`src/rtl/sort_frame_driver.sv`:
```
// rtl/sort_frame_driver.sv - frames four stream samples into the 4-input sorter and streams the sorted results out
module sort_frame_driver #(
    parameter int unsigned WIDTH    = 32,
    parameter int unsigned SORT_LAT = 4,
    parameter bit          DESCEND  = 1'b1
) (
    input  logic             clk,
    input  logic             rst,
    input  logic             in_valid,
    input  logic [WIDTH-1:0] in_data,
    output logic             in_ready,
    output logic [WIDTH-1:0] sort_a,
    output logic [WIDTH-1:0] sort_b,
    output logic             sort_sel,
    input  logic [WIDTH-1:0] sort_maxf,
    input  logic [WIDTH-1:0] sort_medh,
    input  logic [WIDTH-1:0] sort_medl,
    input  logic [WIDTH-1:0] sort_minf,
    output logic             out_valid,
    output logic [WIDTH-1:0] out_data,
    input  logic             out_ready,
    output logic             out_last,
    output logic             busy
);

    typedef enum logic [2:0] {
        FILL  = 3'd0,
        LOAD0 = 3'd1,
        LOAD1 = 3'd2,
        WAIT  = 3'd3,
        DRAIN = 3'd4
    } state_t;

    // Last WAIT count; results are latched on the edge that ends this cycle.
    localparam logic [3:0] LAST_CNT = 4'(SORT_LAT - 1);

    state_t           state;
    state_t           state_nx;
    logic [1:0]       idx;
    logic [1:0]       oidx;
    logic [3:0]       cnt;
    logic [WIDTH-1:0] s0, s1, s2, s3;
    logic [WIDTH-1:0] r0, r1, r2, r3;
    logic             in_fire;
    logic             out_fire;

    assign in_fire  = in_valid & in_ready;
    assign out_fire = out_valid & out_ready;

    // State register.
    always_ff @(posedge clk or negedge rst) begin
        if (!rst) begin
            state <= FILL;
        end else begin
            state <= state_nx;
        end
    end

    // Next-state decode: one frame in flight at a time.
    always_comb begin
        state_nx = state;
        case (state)
            FILL:    if (in_fire && idx == 2'd3) state_nx = LOAD0;
            LOAD0:   state_nx = LOAD1;
            LOAD1:   state_nx = WAIT;
            WAIT:    if (cnt == LAST_CNT) state_nx = DRAIN;
            DRAIN:   if (out_fire && oidx == 2'd3) state_nx = FILL;
            default: state_nx = FILL;
        endcase
    end

    // Output decode; out_valid comes from state only, never from out_ready.
    always_comb begin
        in_ready  = (state == FILL);
        busy      = (state != FILL);
        out_valid = (state == DRAIN);
        out_last  = (state == DRAIN) && (oidx == 2'd3);
        out_data  = '0;
        if (state == DRAIN) begin
            case (oidx)
                2'd0:    out_data = r0;
                2'd1:    out_data = r1;
                2'd2:    out_data = r2;
                default: out_data = r3;
            endcase
        end
    end

    // Sample capture during FILL; idx wraps to 0 on the fourth accept.
    always_ff @(posedge clk or negedge rst) begin
        if (!rst) begin
            idx <= 2'd0;
            s0  <= '0;
            s1  <= '0;
            s2  <= '0;
            s3  <= '0;
        end else if (in_fire) begin
            idx <= idx + 2'd1;
            case (idx)
                2'd0:    s0 <= in_data;
                2'd1:    s1 <= in_data;
                2'd2:    s2 <= in_data;
                default: s3 <= in_data;
            endcase
        end
    end

    // Sorter load registers; the sorter reloads every cycle, so these only move when entering LOAD0/LOAD1.
    always_ff @(posedge clk or negedge rst) begin
        if (!rst) begin
            sort_a   <= '0;
            sort_b   <= '0;
            sort_sel <= 1'b0;
        end else if (state_nx == LOAD0 && state != LOAD0) begin
            sort_a   <= s0;
            sort_b   <= s1;
            sort_sel <= 1'b0;
        end else if (state_nx == LOAD1 && state != LOAD1) begin
            sort_a   <= s2;
            sort_b   <= s3;
            sort_sel <= 1'b1;
        end
    end

    // Latency counter and result capture at the end of WAIT.
    always_ff @(posedge clk or negedge rst) begin
        if (!rst) begin
            cnt <= 4'd0;
            r0  <= '0;
            r1  <= '0;
            r2  <= '0;
            r3  <= '0;
        end else if (state == LOAD1) begin
            cnt <= 4'd0;
        end else if (state == WAIT) begin
            cnt <= cnt + 4'd1;
            if (cnt == LAST_CNT) begin
                if (DESCEND) begin
                    r0 <= sort_maxf;
                    r1 <= sort_medh;
                    r2 <= sort_medl;
                    r3 <= sort_minf;
                end else begin
                    r0 <= sort_minf;
                    r1 <= sort_medl;
                    r2 <= sort_medh;
                    r3 <= sort_maxf;
                end
            end
        end
    end

    // Output word index; cleared on entry to DRAIN, advanced per handshake.
    always_ff @(posedge clk or negedge rst) begin
        if (!rst) begin
            oidx <= 2'd0;
        end else if (state == WAIT) begin
            oidx <= 2'd0;
        end else if (out_fire) begin
            oidx <= oidx + 2'd1;
        end
    end

endmodule

```
`config.mk`:
```
export PLATFORM = sky130hd
export DESIGN_NAME = sort_frame_driver
export DESIGN_NICKNAME = d
export VERILOG_FILES = /design/src/rtl/sort_frame_driver.sv
export SDC_FILE = /design/constraint.sdc
export NUM_CORES = 1
export LEC_CHECK = 0
export BUFFER_PORTS_ARGS = -buffer_cell sky130_fd_sc_hd__buf_2
export CORE_AREA = 3 3 153 215
export CTS_CLUSTER_SIZE = 24
export DETAILED_ROUTE_END_ITERATION = 16
export DIE_AREA = 0 0 156 218
export PLACE_DENSITY_LB_ADDON = 0.25
export SYNTH_ARGS = -nofsm -noshare
export SYNTH_HDL_FRONTEND = slang
export SYNTH_SLANG_ARGS = --single-unit
```
`constraint.sdc`:
```
create_clock -name clk -period 2.5 [get_ports clk]
set_input_delay 0.5 -clock clk [delete_from_list [all_inputs] [get_ports clk]]
set_output_delay 0.5 -clock clk [all_outputs]
set_load 0.05 [all_outputs]
```
==> results.yml, run 1 <==
critical_path:
  slowest_delay_ns: 0.45
  r2r_end: "r3[24]"
  worst-path-buf-inv: 3
  crit_fanout: 8
  crit_arrival_ns: 2.17
  critPathRequiredTime_ns: 2.00
  cp-end-kind: "primary output"
  reg2reg_from: "cnt[0]"
  r2r_setup_slack_ns: 0.30
  worst-r2r-cell-count: 5
  cp-start-kind: "register"
  crit_family: "buffers and inverters"
  cpMaxStageDelayCell: "dfrtp_2"
  path_class: "register to primary output"
  crit_chain: "inv_4 > ha_4 > clkbuf_16 > a222oi_1 > o21a_1 > nor2_1 > buf_6"
power:
  leakage_nw: 8.637
  ir_drop_mv: 0.7542
  finalPower_mw: 22.24
  power_density_mw_per_mm2: 1226
route:
  vias: 9666
  ant_nets: 0
  wire_per_inst_um: 20.96
  routed_via_density: 5.555
  drt_wl_total_mm: 36.48
  drt_first_pass_iters: 6
  route.detailed.drc: 0
  dr.first_iter.drc_count: 642
hold_path:
  hold_depth: 2
  hold_path_class: "input port to register"
  hp-start: "sort_medl[13]"
  worstHoldEndpoint: "r2[13]"
sta:
  fin_crit_ns: 2.670
  setup_violations: 32
  holdWs_ns: 0.2040
  rsz0062_at_grt: "yes"
  report.final.slew_viol_count: 0
  min_period_over_period_pct: 106.8
  skew_ns: 0.01282
  tightestPinTransition_ns: 0.7975
  slew_headroom_pct: 46.84
  finalHoldViolCount: 0
  layout_setup_ws_ns: -0.1703
  max_freq_mhz: 374.5
floorplanning:
  initial_utilization_pct: 46.40
  core_area_mm2: 0.03131
  die_width_um: 156
  core.rowCount: 77
  fp.dieArea_mm2: 0.03401
  num_io_pins: 265
  fp.dieH_um: 218
logic_synthesis:
  synthDominantCellAreaShare_pct: 57.19
  yosysMostFrequentCell: "dfrtp_1"
  synthArstFlopShare_pct: 100.0
  yosys.area.top_type: "dfrtp_1"
  syn-cell-area_mm2: 0.01453
  synth_commonest_cells: "dfrtp_1, mux2_2, mux2_4"
  syn_area_per_cell_um2: 13.86
  synthFlopType: "dfrtp_1"
  ys_types: 33
  yosysWarnings: 0
  synth_fp_nets: 1222
  ys_seq_elements: 332
  yosysSeqAreaShare_pct: 57.19
  synth_area_leaders: "dfrtp_1, mux2_2, mux2_4"
  netlist_instances: 1048
  synth_edf_count: 0
run_status:
  status: "finished with violations"
  violations: "negative setup slack"
layout:
  area_growth_syn_to_layout_pct: 24.86
  seq_area_mm2: 0.008313
  fill_cells: 2513
  fin_cells: 1740
  drive_above_1_share_pct: 48.14
  layout.nets: 1498
  multi_input_area_mm2: 0.005863
placement:
  hpwlAfterDp_mm: 21.93
  gp_congestion: 0.8154
  port_buffers: 264
  dp_cells: 1663
  pre_cts_slack_ns: 0.1814
clocking:
  cts_tree: "done"
  clkSinkCount: 332
  cts_root_buffer: "clkbuf_16"
  path_clk_slew_ns: 0.06
  worstSkewPairLatency_ns: 0.52
  cts_buffer_depth: 3
  cts_buffers: 36
  cts_max_level: 2
global_route:
  grt_overflow: 0
  grt_pass1_vias: 10010
  antenna_found_initial: 4
  track_usage_pct: 20.73
  grt_max_degree: 66
  grt_pass1_wl_mm: 56.22
flow_run:
  cap_violations: 0
-- per-layer routing --
| layer | global-route usage, % | part of all wire, % |
|---|---|---|
| met5 | 0 | 0.11 |
| met4 | 6.598 | 2.5 |
| met3 | 4.606 | 6.3 |
| met2 | 34.86 | 50 |
| met1 | 26.69 | 41 |
-- through the flow --
step	util [%]	setup TNS, ns	instance area [µm²]
after floorplan	-	0	14530
after global placement	52.56	0	16460
after detailed placement	52.56	0	16460
after CTS	57.54	-4.388	18020
after global routing	57.93	-6.290	18140
final	57.93	-3.491	18140
-- power by group --
part | internal [mW] | switching, mW
Combinational | 3.82 | 4.06
Sequential | 7.94 | 1.43
Clock | 2.86 | 2.14
Total | 14.6 | 7.63
-- final cells by class --
type / count / share of cell area [%]
Multi-Input combinational cell: 632 / 32.32
Inverter: 7 / 0.1586
Sequential cell: 332 / 45.83
Clock buffer: 48 / 5.608
Timing Repair Buffer: 315 / 12.94
Clock inverter: 10 / 0.4070
Antenna cell: 1 / 0.01380
Tap cell: 395 / 2.725
-- state kept, by name, indices dropped and copies added, names as in the netlist, 2 cells and up --
register / count
oidx: 2
s1: 32
s2: 32
r3: 32
idx: 2
s0: 32
cnt: 4
r1: 32
sort_a: 32
sort_b: 32
s3: 32
r0: 32
r2: 32
state: 3
-- cell usage in the layout, fill, tap and decap left out, drive strengths merged, types with 10 or more instances in the layout --
master and instances:
mux2i 64, nand3 65, clkbuf 51, buf 310
o21ai 69, o21a 32, ha 10, dfrtp 332
nand2 45, mux2 256, a222oi 32, nor2 37
inv 10
-- worst max-delay path by stage --
stage                         to     from  cells past startpoint
global route        out_data[17]  oidx[0]                      7
CTS                  out_data[2]  oidx[1]                      7
floorplan           out_data[22]  oidx[0]                      6
detailed placement   out_data[4]  oidx[0]                      7
finish              out_data[25]  oidx[1]                      7
global placement     out_data[4]  oidx[0]                      7
-- cell families (layout without fill, tap and decap cells) --
logic type               after synthesis  in the layout  synth area share [%]
flip-flops                           332            332                 57.19
multiplexers                         320            320                 27.07
AND/OR/NAND/NOR                      162            162                 5.245
AO/OA/AOI/OAI                        139            139                 6.554
buffers and inverters                 84            380                 3.023
adder cells (fa/ha/maj)               10             10                0.8613
XOR/XNOR                               1              1               0.06030
other                                  0              1                     0
-- what timing repair did --
| item | 4_1_cts | 5_1_grt |
|---|---|---|
| setup buffers | 5 | 4 |
| gates cloned | 5 | 3 |
| resized for setup | 88 | 7 |
| endpoints found under the hold margin | 54 | 0 |
| setup endpoints to repair | 34 | 34 |
| pin swaps | 27 | 30 |
| hold buffers | 1 | 0 |
Note: power is estimated with default switching activity, not from simulation.
==> inputs of run 2 (changes only) <==
Settings changed: CORE_AREA 3 3 153 215 to 3 3 156 219, DIE_AREA 0 0 156 218 to 0 0 159 222.
==> run 2 against run 1 <==
Net effect:
- the run still ends with negative setup slack left
- die area up 3.8%
- fmax decreased by 0.99%
- power fell by 0.89%
- critical path depth stayed put
- largest cell class unchanged
- sequential cell count unchanged
- via count is 0.74% lower
- count of clock-buffer cells in the layout is the same
- global-route usage is 0.65 points lower
- clock skew up 0.0039 ns
==> results.yml, run 2 (synthesized netlist as in run 1, its figures left out) <==
critical_path:
  crit_arrival_ns: 2.20
  cp-end-kind: "primary output"
  critPathRequiredTime_ns: 2.00
  cp-start-kind: "register"
  crit_fanout: 18
  path_class: "register to primary output"
route:
  route.detailed.drc: 0
  drt_wl_total_mm: 35.97
  wire_per_inst_um: 20.19
  routed_via_density: 5.387
  vias: 9594
  ant_nets: 0
  dr.first_iter.drc_count: 722
  drt_first_pass_iters: 8
sta:
  min_period_over_period_pct: 107.9
  slew_headroom_pct: 46.63
  setup_violations: 32
  layout_setup_ws_ns: -0.1971
  fin_setup_tns_ns: -4.259
  rsz0062_at_grt: "yes"
  report.final.slew_viol_count: 0
  tightestPinTransition_ns: 0.8005
  fin_crit_ns: 2.697
  max_freq_mhz: 370.8
  finalHoldViolCount: 0
  skew_ns: 0.01674
hold_path:
  hold_path_class: "input port to register"
layout:
  mostFrequentLayoutCells: "dfrtp_1, buf_2, mux2_2"
  utilization_pct: 55.70
  drive_above_1_share_pct: 47.16
  area_growth_syn_to_layout_pct: 24.23
  layout.nets: 1493
  final_common_cell: "dfrtp_1"
  finalInstanceArea_mm2: 0.01805
floorplanning:
  fp.dieH_um: 222
  core.rowCount: 78
  initial_utilization_pct: 44.84
  die_width_um: 159
  num_io_pins: 265
  fp.dieArea_mm2: 0.03530
  core_area_mm2: 0.03240
placement:
  postPlaceCellArea_mm2: 0.01643
  hpwlAfterDp_mm: 21.82
  port_buffers: 264
  gp_congestion: 0.8008
global_route:
  antenna_found_initial: 2
  grt_overflow: 0
  grt_max_degree: 71
  grt_pass1_vias: 10232
  track_usage_pct: 20.08
  grt_pass1_wl_mm: 57.60
flow_run:
  cap_violations: 0
run_status:
  status: "finished with violations"
  violations: "negative setup slack"
clocking:
  cts_buffers: 35
  path_clk_slew_ns: 0.06
  cts_max_level: 2
  cts_tree: "done"
  worstSkewPairLatency_ns: 0.52
  cts_buffer_depth: 3
  cts_root_buffer: "clkbuf_16"
  clkSinkCount: 332
power:
  power_density_mw_per_mm2: 1221
  ir_drop_mv: 0.8413
  leakage_nw: 8.562
[run 2: cell types whose count changed in the layout (fill, tap and decap cells not counted), moves of 2 or more]
cell	before	now
nor2_1	30	36
nor2_2	7	1
clkbuf_1	6	10
clkbuf_16	40	36
buf_12	21	19
clkbuf_8	5	3
clkinv_4	2	0
dfrtp_1	328	330
dfrtp_2	4	2
inv_6	3	5
[run 2: final cells by class]
type                       count  area [µm²]
inverter                       7       26.28
multi-input combinational    632        5851
clock buffer                  48       954.7
antenna                        1       2.502
timing repair buffer         311        2256
tap                          440       550.5
fill                        2683       14350
sequential                   332        8310
clock inverter                10       96.34
[run 2: critical path: stages, from the launching register on]
cell	delay, ns
dfrtp_1	0.43
inv_2	0.14
ha_4	0.20
buf_6	0.22
a222oi_1	0.12
o21a_1	0.19
nor2_1	0.17
buf_6	0.19
[run 2: timing repair]
action	4_1_cts	5_1_grt
hold endpoints to repair	47	0
cloned	5	1
hold buffers	1	0
resized for setup	86	5
pin swaps	31	31
setup buffers	7	4
endpoints found under the setup margin	34	33
[run 2: final timing paths]
| path | startpoint | slack [ns] | cells after the start | endpoint |
|---|---|---|---|---|
| max | oidx[1] | -0.20 | 7 | out_data[1] |
| min | sort_minf[4] | 0.21 | 2 | r3[4] |
| max reg2reg | cnt[0] | 0.32 | 5 | r2[11] |
| min reg2reg | state[1] | 0.50 | 1 | state[1] |
| max in group asynchronous | rst | 1.26 | 3 | sort_a[6] |
| min in group asynchronous | rst | 0.50 | 2 | r0[13] |
[run 2: per-stage QoR]
step	hold slack [ns]	instances	power, mW	setup slack, ns
floorplan	0.2044	1048	15.30	0.05325
global placement	0.4577	1704	16.97	0.2039
detailed placement	0.4667	1704	17.20	0.1587
CTS	0.1819	1775	22.24	-0.2188
global route	0.1875	1780	23.27	-0.3134
finish	0.2091	1781	22.04	-0.1971
[run 2: report_power, final]
part / switching [mW] / internal (mW)
Clock: 2.08 / 2.79
Sequential: 1.41 / 7.94
Combinational: 4.06 / 3.77
[run 2: metal layers]
layer / GRT usage [%] / routed length, µm / vias up
met3: 5.158 / 2302 / 52
met2: 35.18 / 18250 / 296
met5: 0 / 27 / -
met1: 24.67 / 14710 / 4919
li1: - / - / 4323
met4: 5.454 / 679 / 4
==> inputs of run 3 (changes only) <==
Settings changed: CORE_AREA 3 3 156 219 to 3 3 190 267, DIE_AREA 0 0 159 222 to 0 0 193 270.
==> run 3 against run 2 <==
Net effect:
- sequential power up 0.5%
- sequential share of layout area down 1.1 points
- the run still ends with negative setup slack left
- largest power group unchanged
- global-route usage shrank 4.6 points
- critical endpoint is now out_data[30]
- fmax decreased by 1.6%
- non-clock buffer count up 12
==> results.yml, run 3 (synthesized netlist as in run 1, its figures left out) <==
run_status:
  status: "finished with violations"
  violations: "negative setup slack"
layout:
  utilization_pct: 37.93
  final_common_cell: "dfrtp_1"
  mostFrequentLayoutCells: "dfrtp_1, buf_2, mux2_2"
  layout.nets: 1506
  area_growth_syn_to_layout_pct: 27.33
  finalInstanceArea_mm2: 0.01850
  drive_above_1_share_pct: 48.30
power:
  finalPower_mw: 22.75
  p_int_mw: 14.93
  power_frac_clock_pct: 23.9
  ir_drop_mv: 0.7795
  leakage_nw: 8.679
  switching_share_pct: 34.37
  power_density_mw_per_mm2: 1230
  sequentialPowerShare_pct: 41.3
  power.net_switching_mw: 7.819
  power_frac_comb_pct: 34.8
sta:
  fin_crit_ns: 2.740
  rsz0062_at_grt: "yes"
  min_period_over_period_pct: 109.6
  layout_setup_ws_ns: -0.2399
  slew_headroom_pct: 46.26
  tightestPinTransition_ns: 0.8062
  max_freq_mhz: 365.0
  skew_ns: 0.02307
  holdWs_ns: 0.1831
  report.final.slew_viol_count: 0
  setup_violations: 32
  finalHoldViolCount: 0
global_route:
  grt_pass1_wl_mm: 63.71
  use_met3_pct: 4.713
  antenna_found_initial: 7
  met1_usage_pct: 19.06
  grt_overflow: 0
  grt_max_degree: 65
  track_usage_pct: 15.48
  grt_busiest_layer: "met2"
  grt_pass1_vias: 10715
  grt_util_met2_pct: 26.34
placement:
  hpwlAfterDp_mm: 25.73
  port_buffers: 264
  postPlaceCellArea_mm2: 0.01681
  pre_cts_slack_ns: 0.1607
  gp_congestion: 0.7558
floorplanning:
  num_io_pins: 265
  fp.dieH_um: 270
  initial_utilization_pct: 29.79
  die_width_um: 193
  core_area_mm2: 0.04877
  core.rowCount: 96
  fp.dieArea_mm2: 0.05211
hold_path:
  hold_depth: 2
  hold_path_class: "input port to register"
critical_path:
  crit_family: "compound AO/OA/AOI/OAI gates"
  cp-end-kind: "primary output"
  crit_chain: "buf_6 > ha_4 > buf_12 > a222oi_1 > o21a_1 > nor2_1 > buf_6"
  cp-start-kind: "register"
  timing.critical_path.mode_cell: "buf_6"
  cp.depth: 7
  worst-path-buf-inv: 3
  crit_arrival_ns: 2.24
  cpMaxStageDelayCell: "dfrtp_2"
  path_class: "register to primary output"
  slowest_delay_ns: 0.43
  worst-r2r-cell-count: 5
  critPathRequiredTime_ns: 2.00
  crit_fanout: 8
clocking:
  clkSinkCount: 332
  cts_buffers: 36
  worstSkewPairLatency_ns: 0.54
  path_clk_slew_ns: 0.06
  cts_buffer_depth: 3
  cts_tree: "done"
  cts_max_level: 2
  cts_root_buffer: "clkbuf_16"
route:
  routed_via_density: 4.811
  ant_nets: 0
  drt_first_pass_iters: 5
  wire_per_inst_um: 20.28
  route.detailed.drc: 0
  drt_wl_total_mm: 40.50
  vias: 9607
  dr.first_iter.drc_count: 455
flow_run:
  cap_violations: 0
[run 3: repair_timing]
action,in CTS,in global routing
resized for setup,82,5
gates cloned,4,1
pin swaps,33,36
buffers inserted,4,5
hold buffers,1,0
setup endpoints to repair,34,33
hold endpoints to repair,43,0
[run 3: layer usage]
metal / routed length, µm / vias to the layer above / part of all wire, %
met5: 34 / - / 0.084
met4: 878 / 6 / 2.2
met3: 3015 / 53 / 7.4
met2: 19820 / 292 / 49
met1: 16750 / 4898 / 41
li1: - / 4358 / -
[run 3: worst paths after layout]
| check | from | to | slack [ns] |
|---|---|---|---|
| worst max-delay path | oidx[0] | out_data[30] | -0.24 |
| worst min-delay path | sort_medh[4] | r1[4] | 0.18 |
| worst max register to register | cnt[0] | r2[5] | 0.35 |
| worst min register to register | s0[4] | sort_a[4] | 0.50 |
| max in group asynchronous | rst | r3[25] | 1.16 |
| min in group asynchronous | rst | r0[13] | 0.50 |
[run 3: final cells by class]
type / count / area [µm²]
inverters: 7 / 31.28
well taps: 637 / 797.0
diodes: 4 / 10.01
clock buffers: 52 / 1072
clock inverters: 10 / 113.9
multi-input cells: 632 / 5856
fillers: 4772 / 30270
repair buffers: 323 / 2306
flip-flops and latches: 332 / 8312
[run 3: worst reg2reg max path: stages, from the launching register on]
cell      delay (ns)
dfrtp_1         0.39
ha_1            0.18
nand2b_1        0.09
or4b_4          0.72
buf_12          0.29
mux2_4          0.36
[run 3: power groups by stage]
| stage | logic [mW] | registers [mW] | clock network [mW] |
|---|---|---|---|
| final | 7.92 | 9.40 | 5.43 |
| after global routing | 8.57 | 9.72 | 5.81 |
| after CTS | 8.03 | 9.41 | 5.63 |
| after detailed placement | 7.94 | 9.48 | 0 |
| after global placement | 7.85 | 9.40 | 0 |
| after floorplan | 4.58 | 10.7 | 0 |
[run 3: per-stage QoR]
| step | TNS, ns | instances |
|---|---|---|
| 2_1_floorplan | 0 | 1048 |
| 3_3_place_gp | 0 | 1916 |
| 3_5_place_dp | 0 | 1916 |
| 4_1_cts | -6.335 | 1987 |
| 5_1_grt | -7.602 | 1995 |
| 6_report | -3.883 | 1997 |
